### config.mk
export PLATFORM = sky130hd
export DESIGN_NAME = auto_play_seq
export DESIGN_NICKNAME = d
export VERILOG_FILES = /design/src/rtl/auto_play_seq.sv
export SDC_FILE = /design/constraint.sdc
export NUM_CORES = 1
export LEC_CHECK = 0
export CORE_MARGIN = 2
export CORE_UTILIZATION = 54
export DETAILED_ROUTE_END_ITERATION = 10
export PLACE_DENSITY = 0.8
export SLEW_MARGIN = 15
export SYNTH_ARGS = -nofsm -noshare
export SYNTH_HDL_FRONTEND = slang
export SYNTH_SLANG_ARGS = --single-unit
### constraint.sdc
create_clock -name clk -period 5 [get_ports clk]
set_input_delay 1 -clock clk [delete_from_list [all_inputs] [get_ports clk]]
set_output_delay 1 -clock clk [all_outputs]
set_load 0.005 [all_outputs]
### src/rtl/auto_play_seq.sv
// Melody sequencer: walks a song table in an external synchronous ROM at a
// selectable tempo, producing a note index (0 = rest) for the tone generator.
module auto_play_seq #(
    parameter int STEP_DIV = 625000,
    parameter int DIV_W    = 21,
    parameter int LEN      = 96,
    parameter int STEP_W   = 7,
    parameter int SONGS    = 2,
    parameter int SONG_W   = 1,
    parameter int IDX_W    = 5
) (
    input  logic                      clk,
    input  logic                      rst,
    input  logic                      start,
    input  logic                      stop,
    input  logic                      pause,
    input  logic                      loop_en,
    input  logic [SONG_W-1:0]         song_sel,
    input  logic [1:0]                tempo_sel,
    output logic [SONG_W+STEP_W-1:0]  rom_addr,
    output logic                      rom_en,
    input  logic [IDX_W-1:0]          rom_data,
    output logic [IDX_W-1:0]          note_idx,
    output logic                      note_strobe,
    output logic [STEP_W-1:0]         step_pos,
    output logic                      playing,
    output logic                      paused,
    output logic                      done
);

    typedef enum logic [2:0] {
        IDLE  = 3'd0,
        FETCH = 3'd1,
        WAIT  = 3'd2,
        PLAY  = 3'd3,
        PAUSE = 3'd4
    } state_t;

    state_t              state;
    state_t              state_nxt;
    logic [SONG_W-1:0]   song_q;
    logic [1:0]          tempo_q;
    logic [STEP_W-1:0]   step;
    logic [DIV_W-1:0]    presc;
    logic [IDX_W-1:0]    note_q;
    logic [DIV_W-1:0]    div_eff;
    logic                tc;
    logic                last_step;

    // Step length in clocks for a tempo code, never shorter than the
    // 4-cycle fetch/wait/play minimum.
    function automatic logic [DIV_W-1:0] eff_div(input logic [1:0] t);
        int d;
        case (t)
            2'b01:   d = STEP_DIV >> 1;
            2'b10:   d = STEP_DIV << 1;
            default: d = STEP_DIV;
        endcase
        if (d < 4) d = 4;
        return DIV_W'(d);
    endfunction

    assign div_eff   = eff_div(tempo_q);
    assign tc        = (state == PLAY) && (presc == div_eff - DIV_W'(1));
    assign last_step = (step == STEP_W'(LEN - 1));

    always_ff @(posedge clk) begin
        if (rst) state <= IDLE;
        else     state <= state_nxt;
    end

    always_comb begin
        state_nxt = state;
        if (stop) begin
            state_nxt = IDLE;
        end else if (start) begin
            state_nxt = FETCH;
        end else begin
            case (state)
                IDLE:  state_nxt = IDLE;
                FETCH: state_nxt = WAIT;
                WAIT:  state_nxt = PLAY;
                // A step boundary takes precedence over a pause request.
                PLAY: begin
                    if (tc)         state_nxt = (last_step && !loop_en) ? IDLE : FETCH;
                    else if (pause) state_nxt = PAUSE;
                end
                PAUSE: if (!pause) state_nxt = PLAY;
                default: state_nxt = IDLE;
            endcase
        end
    end

    always_comb begin
        rom_en   = (state == FETCH);
        rom_addr = {song_q, step};
        playing  = (state != IDLE);
        paused   = (state == PAUSE);
        note_idx = (state == PAUSE) ? '0 : note_q;
    end

    always_ff @(posedge clk) begin
        if (rst) begin
            song_q      <= '0;
            tempo_q     <= '0;
            step        <= '0;
            presc       <= '0;
            note_q      <= '0;
            step_pos    <= '0;
            note_strobe <= 1'b0;
            done        <= 1'b0;
        end else begin
            note_strobe <= 1'b0;
            done        <= 1'b0;
            if (stop) begin
                note_q <= '0;
                presc  <= '0;
            end else if (start) begin
                song_q  <= (int'(song_sel) < SONGS) ? song_sel : '0;
                tempo_q <= tempo_sel;
                step    <= '0;
                presc   <= '0;
            end else begin
                case (state)
                    FETCH: presc <= presc + DIV_W'(1);
                    WAIT: begin
                        presc       <= presc + DIV_W'(1);
                        note_q      <= rom_data;
                        step_pos    <= step;
                        note_strobe <= 1'b1;
                    end
                    PLAY: begin
                        if (tc) begin
                            presc   <= '0;
                            tempo_q <= tempo_sel;
                            if (!last_step) begin
                                step <= step + STEP_W'(1);
                            end else if (loop_en) begin
                                step <= '0;
                            end else begin
                                note_q <= '0;
                                done   <= 1'b1;
                            end
                        end else begin
                            presc <= presc + DIV_W'(1);
                        end
                    end
                    default: ;
                endcase
            end
        end
    end

endmodule

; Yosys cells after proc, flatten, opt, wreduce, memory -nomap -nowiden
; Index checks and enable logic that the tools add are counted.
[word_totals]
register_bits = 48
[op_classes]
add_sub_neg = 3
magnitude_cmp = 1
n_eq_ne = 16
mux = 25
bitwise = 5
reduce_logical = 19
[ops]
columns = operator, n
row1 = one-hot mux 21 bit (2 select lines), 2
row2 = two-way mux 21 bit, 2
row3 = two-way mux 7 bit, 5
row4 = < comparator 32 x 4 -> 1 bit (second input constant), 1
row5 = adder 21 x 1 -> 21 bit (second input constant), 1
row6 = equality test 21 bit, 1
row7 = subtractor 21 x 1 -> 21 bit (second input constant), 1
row8 = two-way mux 5 bit, 4
row9 = one-hot mux 3 bit (4 select lines), 1
row10 = one-hot mux 5 bit (2 select lines), 1
row11 = two-way mux 3 bit, 3
row12 = inequality test 3 bit (second input constant), 3
row13 = inequality test 2 bit (second input constant), 4
row14 = nonzero test 2 bit, 4
row15 = adder 7 x 1 -> 7 bit (second input constant), 1
row16 = equality test 7 bit (second input constant), 1
row17 = equality test 3 x 2 -> 1 bit (second input constant), 2
row18 = two-way mux 2 bit, 3
row19 = AND reduction 2 bit, 3
row20 = AND reduction 3 bit, 2
row21 = OR reduction 6 bit, 1
row22 = NOT 1 bit, 5
row23 = AND reduction 5 bit, 1
row24 = two-way mux 1 bit, 4
row25 = other kinds (11), 13

; Depth between registers and ports, before layout
[logic_depth]
depth_word = 10
depth_mapped = 10
mapped_depth_nobuf = 8

; Worst setup path before layout
; No wires, ideal clock.
[synth_timing]
path_type = reg2reg
start = register tempo_q[0]
end = register step[2]
setup_ns = 0.117
arrival_ns = 2.291
required_time_ns = 4.883
slack_ns = 2.592
stages_incl_launch_ff = 10
synth_period_minus_slack_ns = 2.408
path_cell_list = dfxtp_1 -> inv_1 -> ha_1 -> inv_1 -> a221oi_1 -> o21ai_0 -> or4_1 -> clkbuf_2 -> o31a_1 -> o22a_1
[synth_between]
elab_chain_len = 9
[synth_lines]
columns = item, line_no
row1 = start: declaration, 42  ; logic [1:0] tempo_q;
row2 = start signal: assignment, 120  ; tempo_q <= tempo_sel;
row3 = start signal: assignment, 135  ; tempo_q <= tempo_sel;
row4 = equality test 2 bit / equality test 2 x 1 -> 1 bit (equally long branches), 54  ; case (t)
row5 = one-hot mux 21 bit (2 select lines) *, 54
row6 = < comparator 32 x 4 -> 1 bit, 59  ; if (d < 4) d = 4;
row7 = two-way mux 21 bit *, 59
row8 = subtractor 21 x 1 -> 21 bit *, 64  ; assign tc = (state == PLAY) && (presc == div_eff - DIV_W'(1));
row9 = equality test 21 bit *, 64
row10 = logical AND 1 bit *, 64
row11 = nonzero test 2 bit (no line) *, -
row12 = AND reduction 4 bit (no line) *, -
row13 = end signal: assignment, 137  ; step <= step + STEP_W'(1);
row14 = end: declaration, 43  ; logic [STEP_W-1:0] step;
; Every way passes the cells marked *; elsewhere a longest branch is shown, timed or not.
; A chain may end at the register's enable or synchronous reset.

; Final worst setup path
[layout_timing]
start = register state[0]
end = output paused
[layout_between]
elab_chain_len = 1
[layout_lines]
columns = item, line_no
row1 = start: declaration, 39  ; state_t state;
row2 = start signal: assignment, 69  ; else state <= state_nxt;
row3 = equality test 3 bit, 98  ; paused = (state == PAUSE);
row4 = end: declaration, 27  ; output logic paused,
; Every way passes these cells.

==> results.py <==
metrics = {
    "critical_path": {
        "reg2reg_from": "tempo_q[0]",
        "regToRegEndpoint": "presc[1]",
        "critPathCaptureType": "primary output",
        "arrival_ns": 2.13,
        "criticalPathCategory": "reg -> out",
        "startpoint_type": "register",
        "cpMaxStageDelayCell": "nor3b_1",
        "cp.required_ns": 4.00,
        "reg2regPathDepth": 8,
        "path_buf_inv": 1,
        "crit_family": "simple AND/OR/NAND/NOR gates",
        "cp_cell_sequence": "nor3b_1, clkdlybuf4s50_1",
        "worst-r2r-setup-slack_ns": 2.08,
        "path_depth": 2,
        "critical_path.max_fanout": 9,
        "crit_start": "state[0]",
        "slowest_delay_ns": 0.78,
    },
    "logic_synthesis": {
        "ys_warn_count": 0,
        "async_flop_share": 0,
        "yosysSeqAreaShare": 0.386,
        "synth_top_cell_area_share": 0.386,
        "synth_seq_cells": 48,
        "synth_cell_type_count": 51,
        "synthMuxAreaShare": 0.0402,
        "yosysTopAreaCell": "dfxtp_1",
        "synth_area_leaders": "dfxtp_1 39%, nor2_1 6.6%, xor2_1 5.3%",
        "synthAdderAreaFrac": 0.0301,
        "synth_top_family_by_area": "simple AND/OR/NAND/NOR gates",
        "synth.most_common_cell": "dfxtp_1",
        "synth_edf_count": 0,
        "synth_compound_area_frac": 0.116,
        "netlist_instances": 292,
        "yosys.area_share.simple": 0.317,
        "syn_area_sq_um": 2490,
        "post_synth.cell_area_avg_sq_um": 8.53,
        "netlist_top_cells_count": "48 x dfxtp_1, 44 x nor2_1, 18 x nand3_1",
        "yosys.area_share.xor_xnor": 0.0738,
        "synthFlopType": "dfxtp_1",
        "synth_fp_nets": 312,
    },
    "run": {
        "cap_violations": 0,
    },
    "die": {
        "rows": 24,
        "dieArea_sq_um": 5170,
        "coreArea_sq_um": 4410,
        "dieHeight_um": 71.9,
        "ios": 39,
        "die-width_um": 71.9,
        "start_util": 0.564,
    },
    "global_route": {
        "antenna_found_initial": 0,
        "grt_pass1_vias": 1955,
        "grt_max_degree": 22,
        "grtUsageTotal": 0.218,
        "overflow": 0,
        "grt_pass1_wl_um": 9030,
    },
    "placement": {
        "io_buffers": 38,
        "dp_slack_ns": 1.65,
        "placedCellCount": 368,
        "dp_hpwl_um": 3870,
        "place_congestion": 0.855,
    },
    "sta": {
        "finClkSkew_ns": 0.0121,
        "hold-worst-slack_ns": 0.491,
        "relSlewSlack": 0.280,
        "setup_viol": 0,
        "fin_tns_setup_ns": 0,
        "min_period_ns": 3.13,
        "fmax_mhz": 319,
        "period_share": 0.627,
        "fin_ws_ns": 1.87,
        "worst_pin_slew_ns": 1.07,
        "hold_viol": 0,
        "grt_setup_unrepaired": "false",
        "finalMaxSlewViolations": 0,
    },
    "route": {
        "drtAntennaViolNets": 0,
        "wl_per_cell_um": 13.9,
        "first_pass_iters": 4,
        "viasPerCell": 5.77,
        "drc": 0,
        "drt-initial-drc-count": 147,
        "vias": 2170,
        "finalWirelength_um": 5230,
    },
    "finish": {
        "fin_nets": 343,
        "syn_to_final_growth_pct": 19.7,
        "layout-drive-gt1-share": 0.0401,
        "fin_util": 0.675,
        "num_antenna_cells": 0,
        "finalNonFillerCells": 376,
    },
    "cts": {
        "cts_setup_buffers": 0,
        "cts_buffers": 5,
        "cts_tree": "built",
        "clkSlewWorstSetupHoldPaths_ns": 0.09,
        "clk_path_buf_depth": 2,
        "cts-hold-fix-buffers": 0,
        "cts_resized": 0,
        "cts_sinks": 48,
        "htreeDepth": 2,
        "clkLatencyLatePin_ns": 0.30,
        "cts-root-buf": "clkbuf_8",
    },
    "worst_hold_path": {
        "holdPathEnd": "note_q[4]",
        "holdPathStages": 1,
        "hp-class": "reg -> reg",
        "hold_path_startpoint": "note_q[4]",
    },
    "power_and_ir_drop": {
        "p_leak_nw": 1.08,
        "peakVddDrop_mv": 0.169,
        "p_per_area_nw_per_um2": 239,
    },
    "status": {
        "status": "completed",
    },
}
-- placed cells by master, fill, tap and decap left out, drive strengths merged, types with 2 or more instances in the layout --
cell type / netlist / layout
a21oi: 5 / 5
a221oi: 2 / 2
a22oi: 2 / 2
a31oi: 2 / 2
a32o: 5 / 5
a41oi: 2 / 2
and2: 3 / 3
and3: 8 / 8
and4: 4 / 4
clkbuf: 9 / 6
clkdlybuf4s50: 0 / 38
dfxtp: 48 / 48
ha: 6 / 6
inv: 8 / 8
mux2i: 10 / 10
nand2: 15 / 15
nand2b: 6 / 6
nand3: 18 / 18
nand3b: 5 / 5
nand4: 8 / 8
nor2: 44 / 44
nor2b: 8 / 8
nor3: 6 / 6
nor3b: 3 / 3
nor4: 2 / 2
nor4b: 2 / 2
o21ai: 8 / 8
o2bb2ai: 2 / 2
o31a: 2 / 2
o41ai: 2 / 2
or2: 2 / 2
or3: 4 / 4
or3b: 2 / 2
or4: 4 / 4
xnor2: 6 / 6
xor2: 15 / 15
-- stage by stage --
stage	power, mW	instance area [sq um]
finish	0.712	2980
global route	0.738	2980
CTS	0.722	2980
detailed placement	0.444	2870
global placement	0.443	2870
floorplan	0.424	2490
-- how the worst max path moves through the flow --
| stage | endpoint | slack, ns |
|---|---|---|
| after floorplan | step[2] | 2.59 |
| after global placement | presc[1] | 1.75 |
| after detailed placement | presc[1] | 1.65 |
| after CTS | paused | 1.87 |
| after global routing | paused | 1.68 |
| final | paused | 1.87 |
-- logic make-up after synthesis --
kind of cell | after synthesis
adders and majority gates | 6
xor gates and xnor gates | 21
buffers and inverters | 22
DFF | 48
and+or+nand+nor | 146
muxes | 10
AOI/OAI and AO/OA | 39
-- cell type report --
| class | instances | area (sq um) |
|---|---|---|
| fill | 391 | 1430 |
| clock inverter | 2 | 35.0 |
| timing repair buffer | 38 | 380 |
| inverter | 8 | 30.0 |
| tap | 52 | 65.1 |
| multi-input combinational | 222 | 1440 |
| clock buffer | 6 | 72.6 |
| sequential | 48 | 961 |
-- power by group --
| group | internal, mW | switching, mW | total (mW) |
|---|---|---|---|
| Combinational | 0.0232 | 0.0247 | 0.0480 |
| Clock | 0.149 | 0.129 | 0.277 |
| Sequential | 0.384 | 0.00264 | 0.387 |
-- worst register-to-register path: stages (launching register included) --
cell	delay (ns)
dfxtp_1	0.39
inv_1	0.08
ha_1	0.37
inv_1	0.06
a221oi_1	0.32
o21ai_0	0.14
or4_1	0.66
nand2_1	0.58
o21ai_0	0.19
-- registers in the layout (all words and copies together) (netlist names) --
name and cells:
step 7, state 3, note_q 5, step_pos 7, presc 21, note_strobe 1
done 1, tempo_q 2, song_q 1
-- metal layers --
metal	global-route usage	vias to the layer above	wire, um	share of wire
li1	-	1113	-	-
met1	0.288	997	2480	0.47
met2	0.357	51	2390	0.46
met3	0.0472	9	256	0.049
met4	0.0755	0	102	0.020
met5	0	-	0	0
(Power assumes the default switching activity.)
